--- config.mk ---
export PLATFORM = sky130hd
export DESIGN_NAME = tx_lanes_fifo
export DESIGN_NICKNAME = d
export VERILOG_FILES = /design/src/rtl/tx_lanes_fifo.sv
export SDC_FILE = /design/constraint.sdc
export NUM_CORES = 1
export LEC_CHECK = 0
export CORE_MARGIN = 3
export CORE_UTILIZATION = 53
export CTS_BUF_LIST = sky130_fd_sc_hd__clkbuf_4 sky130_fd_sc_hd__clkbuf_8 sky130_fd_sc_hd__clkbuf_16
export DETAILED_ROUTE_END_ITERATION = 8
export GPL_ROUTABILITY_DRIVEN = 0
export PLACE_DENSITY = 0.75
export SLEW_MARGIN = 20
export SYNTH_ARGS = -nofsm -noshare
export SYNTH_HDL_FRONTEND = slang
export SYNTH_SLANG_ARGS = --single-unit
--- constraint.sdc ---
create_clock -name clk -period 2.5 [get_ports clk]
set_input_delay 0.375 -clock clk [delete_from_list [all_inputs] [get_ports clk]]
set_output_delay 0.375 -clock clk [all_outputs]
set_load 0.005 [all_outputs]
--- src/rtl/tx_lanes_fifo.sv ---
// Buffers ALU {carry,result} pairs in a small FIFO and serialises each one as LANES-bit beats
// on miso, advanced by rising edges of an oversampled, asynchronous spi_clk.
module tx_lanes_fifo #(
  parameter int unsigned DATA_W     = 10,
  parameter int unsigned LANES      = 4,
  parameter int unsigned FIFO_DEPTH = 2,
  parameter bit          MSB_FIRST  = 1'b1
) (
  input  logic              clk,
  input  logic              rst_n,
  input  logic              spi_clk,
  input  logic              spi_r,
  input  logic [DATA_W-1:0] res_data,
  input  logic              carry_in,
  input  logic              res_valid,
  output logic              res_ready,
  output logic [LANES-1:0]  miso,
  output logic              carry_out,
  output logic              tx_done,
  output logic              tx_abort
);

  localparam int unsigned NBEATS  = (DATA_W + LANES - 1) / LANES;
  localparam int unsigned PAD_W   = NBEATS * LANES;
  localparam int unsigned PTR_W   = (FIFO_DEPTH > 1) ? $clog2(FIFO_DEPTH) : 1;
  localparam int unsigned CNT_W   = $clog2(FIFO_DEPTH + 1);
  localparam int unsigned BEAT_W  = (NBEATS > 1) ? $clog2(NBEATS) : 1;
  localparam int unsigned ENTRY_W = DATA_W + 1;

  typedef enum logic [1:0] {StIdle, StShift, StDone} state_e;

  logic [ENTRY_W-1:0] mem_q [FIFO_DEPTH];
  logic [PTR_W-1:0]   wr_ptr_q, rd_ptr_q;
  logic [CNT_W-1:0]   count_q;
  logic [ENTRY_W-1:0] head;
  logic               push, pop;

  logic [1:0]         spi_sync_q;
  logic               spi_prev_q;
  logic               rise;

  state_e             state_q, state_d;
  logic [PAD_W-1:0]   shift_q, shift_d;
  logic               carry_q, carry_d;
  logic [BEAT_W-1:0]  beat_q, beat_d;
  logic               abort_q, abort_d;
  logic [BEAT_W-1:0]  beat_sel;
  logic [PAD_W-1:0]   shifted;

  function automatic logic [PTR_W-1:0] ptr_inc(input logic [PTR_W-1:0] p);
    return (p == PTR_W'(FIFO_DEPTH - 1)) ? '0 : p + PTR_W'(1);
  endfunction

  assign res_ready = rst_n && (count_q != CNT_W'(FIFO_DEPTH));
  assign push      = res_valid && res_ready;
  assign head      = mem_q[rd_ptr_q];

  always_ff @(posedge clk) begin
    if (push) begin
      mem_q[wr_ptr_q] <= {carry_in, res_data};
    end
  end

  always_ff @(posedge clk) begin
    if (!rst_n) begin
      wr_ptr_q <= '0;
      rd_ptr_q <= '0;
      count_q  <= '0;
    end else begin
      if (push) wr_ptr_q <= ptr_inc(wr_ptr_q);
      if (pop)  rd_ptr_q <= ptr_inc(rd_ptr_q);
      case ({push, pop})
        2'b10:   count_q <= count_q + CNT_W'(1);
        2'b01:   count_q <= count_q - CNT_W'(1);
        default: count_q <= count_q;
      endcase
    end
  end

  // spi_clk is asynchronous to clk; rise is a one-cycle pulse after the synchroniser.
  always_ff @(posedge clk) begin
    if (!rst_n) begin
      spi_sync_q <= '0;
      spi_prev_q <= 1'b0;
    end else begin
      spi_sync_q <= {spi_sync_q[0], spi_clk};
      spi_prev_q <= spi_sync_q[1];
    end
  end

  assign rise = spi_sync_q[1] & ~spi_prev_q;

  always_ff @(posedge clk) begin
    if (!rst_n) begin
      state_q <= StIdle;
      shift_q <= '0;
      carry_q <= 1'b0;
      beat_q  <= '0;
      abort_q <= 1'b0;
    end else begin
      state_q <= state_d;
      shift_q <= shift_d;
      carry_q <= carry_d;
      beat_q  <= beat_d;
      abort_q <= abort_d;
    end
  end

  always_comb begin
    state_d = state_q;
    shift_d = shift_q;
    carry_d = carry_q;
    beat_d  = beat_q;
    abort_d = 1'b0;
    pop     = 1'b0;
    unique case (state_q)
      StIdle: begin
        if (spi_r && (count_q != '0)) begin
          pop     = 1'b1;
          shift_d = PAD_W'(head[DATA_W-1:0]);
          carry_d = head[DATA_W];
          beat_d  = '0;
          state_d = StShift;
        end
      end
      StShift: begin
        // Abort takes priority over a rise in the same cycle.
        if (!spi_r) begin
          state_d = StIdle;
          abort_d = 1'b1;
        end else if (rise) begin
          if (beat_q == BEAT_W'(NBEATS - 1)) state_d = StDone;
          else                               beat_d  = beat_q + BEAT_W'(1);
        end
      end
      StDone:  state_d = StIdle;
      default: state_d = StIdle;
    endcase
  end

  assign beat_sel  = MSB_FIRST ? (BEAT_W'(NBEATS - 1) - beat_q) : beat_q;
  assign shifted   = shift_q >> (beat_sel * LANES);
  assign miso      = (state_q == StShift) ? shifted[LANES-1:0] : '0;
  assign carry_out = (state_q == StShift) && carry_q;
  assign tx_done   = (state_q == StDone);
  assign tx_abort  = abort_q;

endmodule
Word level (Yosys, flattened, before mapping). Memory sizes are Yosys's and may differ from the RTL's. A register that Yosys moved wholly into a read port is not among the register bits. Index checks and enable logic that the tools add are counted.

Register bits after elaboration: 12. Latch bits: 0. RAM bits: 22. Memory bits (read-only): 0. Bits of input ports: 16. Memories: 1.

Memory list: mem_q (words 2, bits a word 11, read ports 1, clocked after memory_dff 1, wr ports 1, RTL line 32) `logic [ENTRY_W-1:0] mem_q [FIFO_DEPTH];`.

$add $sub $neg: 6. $mul: 0. Div/mod/pow operators: 0. Magnitude comparators: 0. Equal/unequal tests: 12. Shift operators: 1. Multiplexer cells: 19. Bitwise operators: 2. Reduce and logical (&&, ||, !) cells: 13.

Operators with widths (number): two-way mux 2 bit (8); one-hot mux 2 bit (2 select lines) (3); inequality test 2 bit, second input constant (5); right shift 10 x 4 -> 4 bit (1); two-way mux 1 bit (7); equality test 2 bit, second input constant (3); inequality test 3 bit, second input constant (2); nonzero test 2 bit (3); AND reduction 5 bit (1); adder 2 x 1 -> 2 bit, second input constant (2); equality test 2 x 1 -> 1 bit, second input constant (2); logical AND 1 bit (4); two-way mux 4 bit (1); AND reduction 2 bit (2); AND reduction 3 bit (1); adder 1 bit, second input constant (2); logical NOT 2 bit (1); subtractor 2 x 1 -> 2 bit, second input constant (1); subtractor 2 bit, first input constant (1); bitwise AND 1 bit (1); logical NOT 1 bit (1); inverter 1 bit (1).

Longest topological paths before layout.
Word-level depth: 6. Depth in mapped cells: 7. Mapped depth without buffers: 6.

Worst setup path before layout. OpenSTA, ideal clock, no wires.

Kind: reg-to-output. Start: register beat_q[0]. End: output miso[0]. Arrival time: 1.529 ns. Data required time: 2.125 ns. Slack: 0.596 ns. Stages on the path, launching flop included: 8. Cell sequence: dfxtp_1 > clkbuf_1 > inv_1 > ha_1 > clkbuf_1 > mux2i_1 > o22a_1 > nor2_1.

Longest elaborated chain between the ends: 3.

Ends and longest elaborated chain: start: declaration (RTL line 45) `logic [BEAT_W-1:0] beat_q, beat_d;`; start signal: assignment (RTL line 104) `beat_q <= beat_d;`; subtractor 2 bit (RTL line 141) `assign beat_sel = MSB_FIRST ? (BEAT_W'(NBEATS - 1) - beat_q) : beat_q;`; right shift 10 x 4 -> 4 bit (RTL line 142) `assign shifted = shift_q >> (beat_sel * LANES);`; two-way mux 4 bit (RTL line 143) `assign miso = (state_q == StShift) ? shifted[LANES-1:0] : '0;`; end: declaration (RTL line 17) `output logic [LANES-1:0] miso,`.

Every way passes these cells.

Worst setup path after layout.
Start: register beat_q[0]. End: output miso[1].

Same word-level chain as after synthesis.

==> metrics.txt <==
Total Routing Usage GR=16.7%; vias in the first global route=1,174; largest area contributor in the netlist=edfxtp_1; top-count cell post-synth=dfxtp_1; max-slew violation count=0; Core ar.=0.00315 mm^2; Initial Util=56.9%; DRT Pass-1 Iters=4; Critical Path AT=2.02 ns; Reg clk slew, reported paths=0.13 ns; hold crit path type=register to register; # IOs=24; area growth from synthesis to layout=21.0%; height of the die=64.2 um; DRT iter0 DRCs=52; crit path to=miso[1]; vias=1,180; initial antenna violation count=0; Max Cap Violations=0; final hold viol count=0; fin crit share=95.9%; post-layout util=68.9%; chip width=64.2 um; Worst EP required=2.12 ns; placed insts=211; largest net degree at the start of global routing=17; ANT cells=0; Max clock buf depth=2; Slew @ Worst Pin=0.705 ns; Post-synth EDFFs=22; mean post-synth cell area=12.2 um^2; number of port buffers=23; Syn. warnings=0; Syn Nets=165; Primary FF master, synth=dfxtp_1; global-route wire length before repair=5240 um; final setup vio count=0; cts hold-fix bufs=0; row count=20; CTS H-Tree Depth=2; Slew HR=52.9%; setup TNS=0 ns; Post-synth top cells=dfxtp_1 (23), edfxtp_1 (22), mux2i_1 (17), a21oi_1 (14), a211oi_1 (11); Startpoint Class=register; Residual DRC=0; P per Cell Area=822 mW/mm^2; Yosys top cell area share=36.8%; synthesis-stage register bit count=45; Num CTS Buffers=5; total length of routed wires=3100 um; Worst Setup Path Type=register to output port; Worst IR Drop VDD=0.394 mV; Hold WS=0.448 ns; flop-to-flop setup slack=0.77 ns; CP Capture Type=output port; nets=194; CTS tree=built; Post-synth ARST share=0%; hold path start=spi_sync_q[0]; leakage power=0.722 nW; worst r2r src=state_q[0]; Filler cells=260; Finished Layout Cells=221; Post-Syn Area=0.00180 mm^2; synthesized instance count=147; die area=0.00412 mm^2; ANT nets after route=0; R2R Path End=count_q[1]; status=finished clean; sequential fraction of the synthesis area=62.4%; final worst slack=0.104 ns; CTS sink count=45; synth unique cells=34; share of cells above drive strength 1=11.9%; CTS root buffer=clkbuf_4; routed length per instance=14.0 um; skew final=0.0110 ns; total gr overflow=0; worst setup path startpoint=beat_q[0]; minimum clock period=2.40 ns; R2R cell count=5; HPWL Detailed=2210 um; clock latency on the worst-skew pair=0.34 ns; vias per cell=5.34; CP max FO=7; Area contributors post-synth=edfxtp_1 (37%), dfxtp_1 (26%), mux2i_1 (9.5%); pre-CTS setup slack=0.186 ns; FMAX=0.417 GHz
[cell usage in the layout, fill, tap and decap left out, types with 2 or more instances in the layout]
| master | Yosys | layout |
|---|---|---|
| edfxtp_1 | 22 | 22 |
| mux2i_1 | 17 | 17 |
| and2_1 | 5 | 5 |
| a211oi_1 | 11 | 11 |
| dfxtp_1 | 23 | 22 |
| nor2_1 | 6 | 6 |
| or3_1 | 3 | 3 |
| nand3_1 | 2 | 2 |
| nand2b_1 | 2 | 2 |
| a21oi_1 | 14 | 14 |
| clkdlybuf4s50_1 | 0 | 23 |
| nor3_1 | 3 | 3 |
| o21ai_0 | 2 | 2 |
| clkinv_1 | 1 | 2 |
| nand4_1 | 2 | 2 |
| nor2b_1 | 2 | 2 |
| inv_1 | 4 | 4 |
| buf_4 | 1 | 7 |
| clkbuf_4 | 0 | 5 |
| nand2_1 | 4 | 4 |
| o22a_1 | 2 | 2 |
[cells by family (layout without fill, tap and decap cells)]
logic type / after synthesis / count (layout) / synth area share [%]
AND/OR/NAND/NOR: 35 / 35 / 11.0
adder cells (fa/ha/maj): 2 / 2 / 1.39
multiplexers: 17 / 17 / 9.48
XOR/XNOR: 2 / 2 / 0.976
flip-flops: 45 / 45 / 62.4
buffers and inverters: 13 / 43 / 3.07
AO/OA/AOI/OAI: 33 / 33 / 11.6
[routing by layer]
metal	vias to the layer above	track usage (%)	part of all wire, %
li1	596	-	-
met1	555	19.2	44
met2	25	29.8	50
met3	4	5.10	4.5
met4	0	4.75	0.90
met5	-	0	0
[sequential cells by signal (all words and copies together), names as in the netlist]
register	cells
state_q	2
beat_q	2
carry_q	1
wr_ptr_q	1
mem_q	22
count_q	2
spi_prev_q	1
tx_abort	1
rd_ptr_q	1
spi_sync_q	2
shift_q	10
[stage by stage]
step                area, um^2  total power, mW
floorplan                 1800             1.32
global placement          2080             1.44
detailed placement        2080             1.45
CTS                       2160             1.80
global route              2170             1.90
finish                    2170             1.79
[what timing repair did]
item / CTS / global route
gates resized for setup: 4 / 0
buffers inserted: 0 / 2
pin swaps: 0 / 0
endpoints found under the setup margin: 4 / 2
gates cloned: 0 / 0
[worst min path at each step]
stage                         end  cells after the start  slack [ns]
floorplan           spi_sync_q[1]                      1        0.41
global placement    spi_sync_q[1]                      1        0.42
detailed placement  spi_sync_q[1]                      1        0.42
CTS                 spi_sync_q[1]                      1        0.45
global route        spi_sync_q[1]                      1        0.47
finish              spi_sync_q[1]                      1        0.45
[report_power, final]
part           switching, mW  total, mW  internal, mW  leakage (nW)
clock                  0.215      0.348         0.133        0.0357
sequential            0.0892      0.972         0.883         0.390
combinational          0.238      0.467         0.229         0.296
[critical path, stage by stage (launching register included)]
cell	delay, ns
dfxtp_4	0.40
inv_1	0.08
ha_4	0.28
mux2i_1	0.12
o22a_1	0.19
nor2_1	0.10
clkdlybuf4s50_1	0.51
[final cells by class]
cell class	count	area [um^2]	share of cell area (%)
well taps	44	55.1	2.53
multi-input cells	89	632	29.1
inverters	5	18.8	0.864
clock buffers	6	51.3	2.36
clock inverters	2	8.76	0.403
flip-flops and latches	45	1120	51.8
repair buffers	30	283	13.0
(Power assumes the default switching activity.)
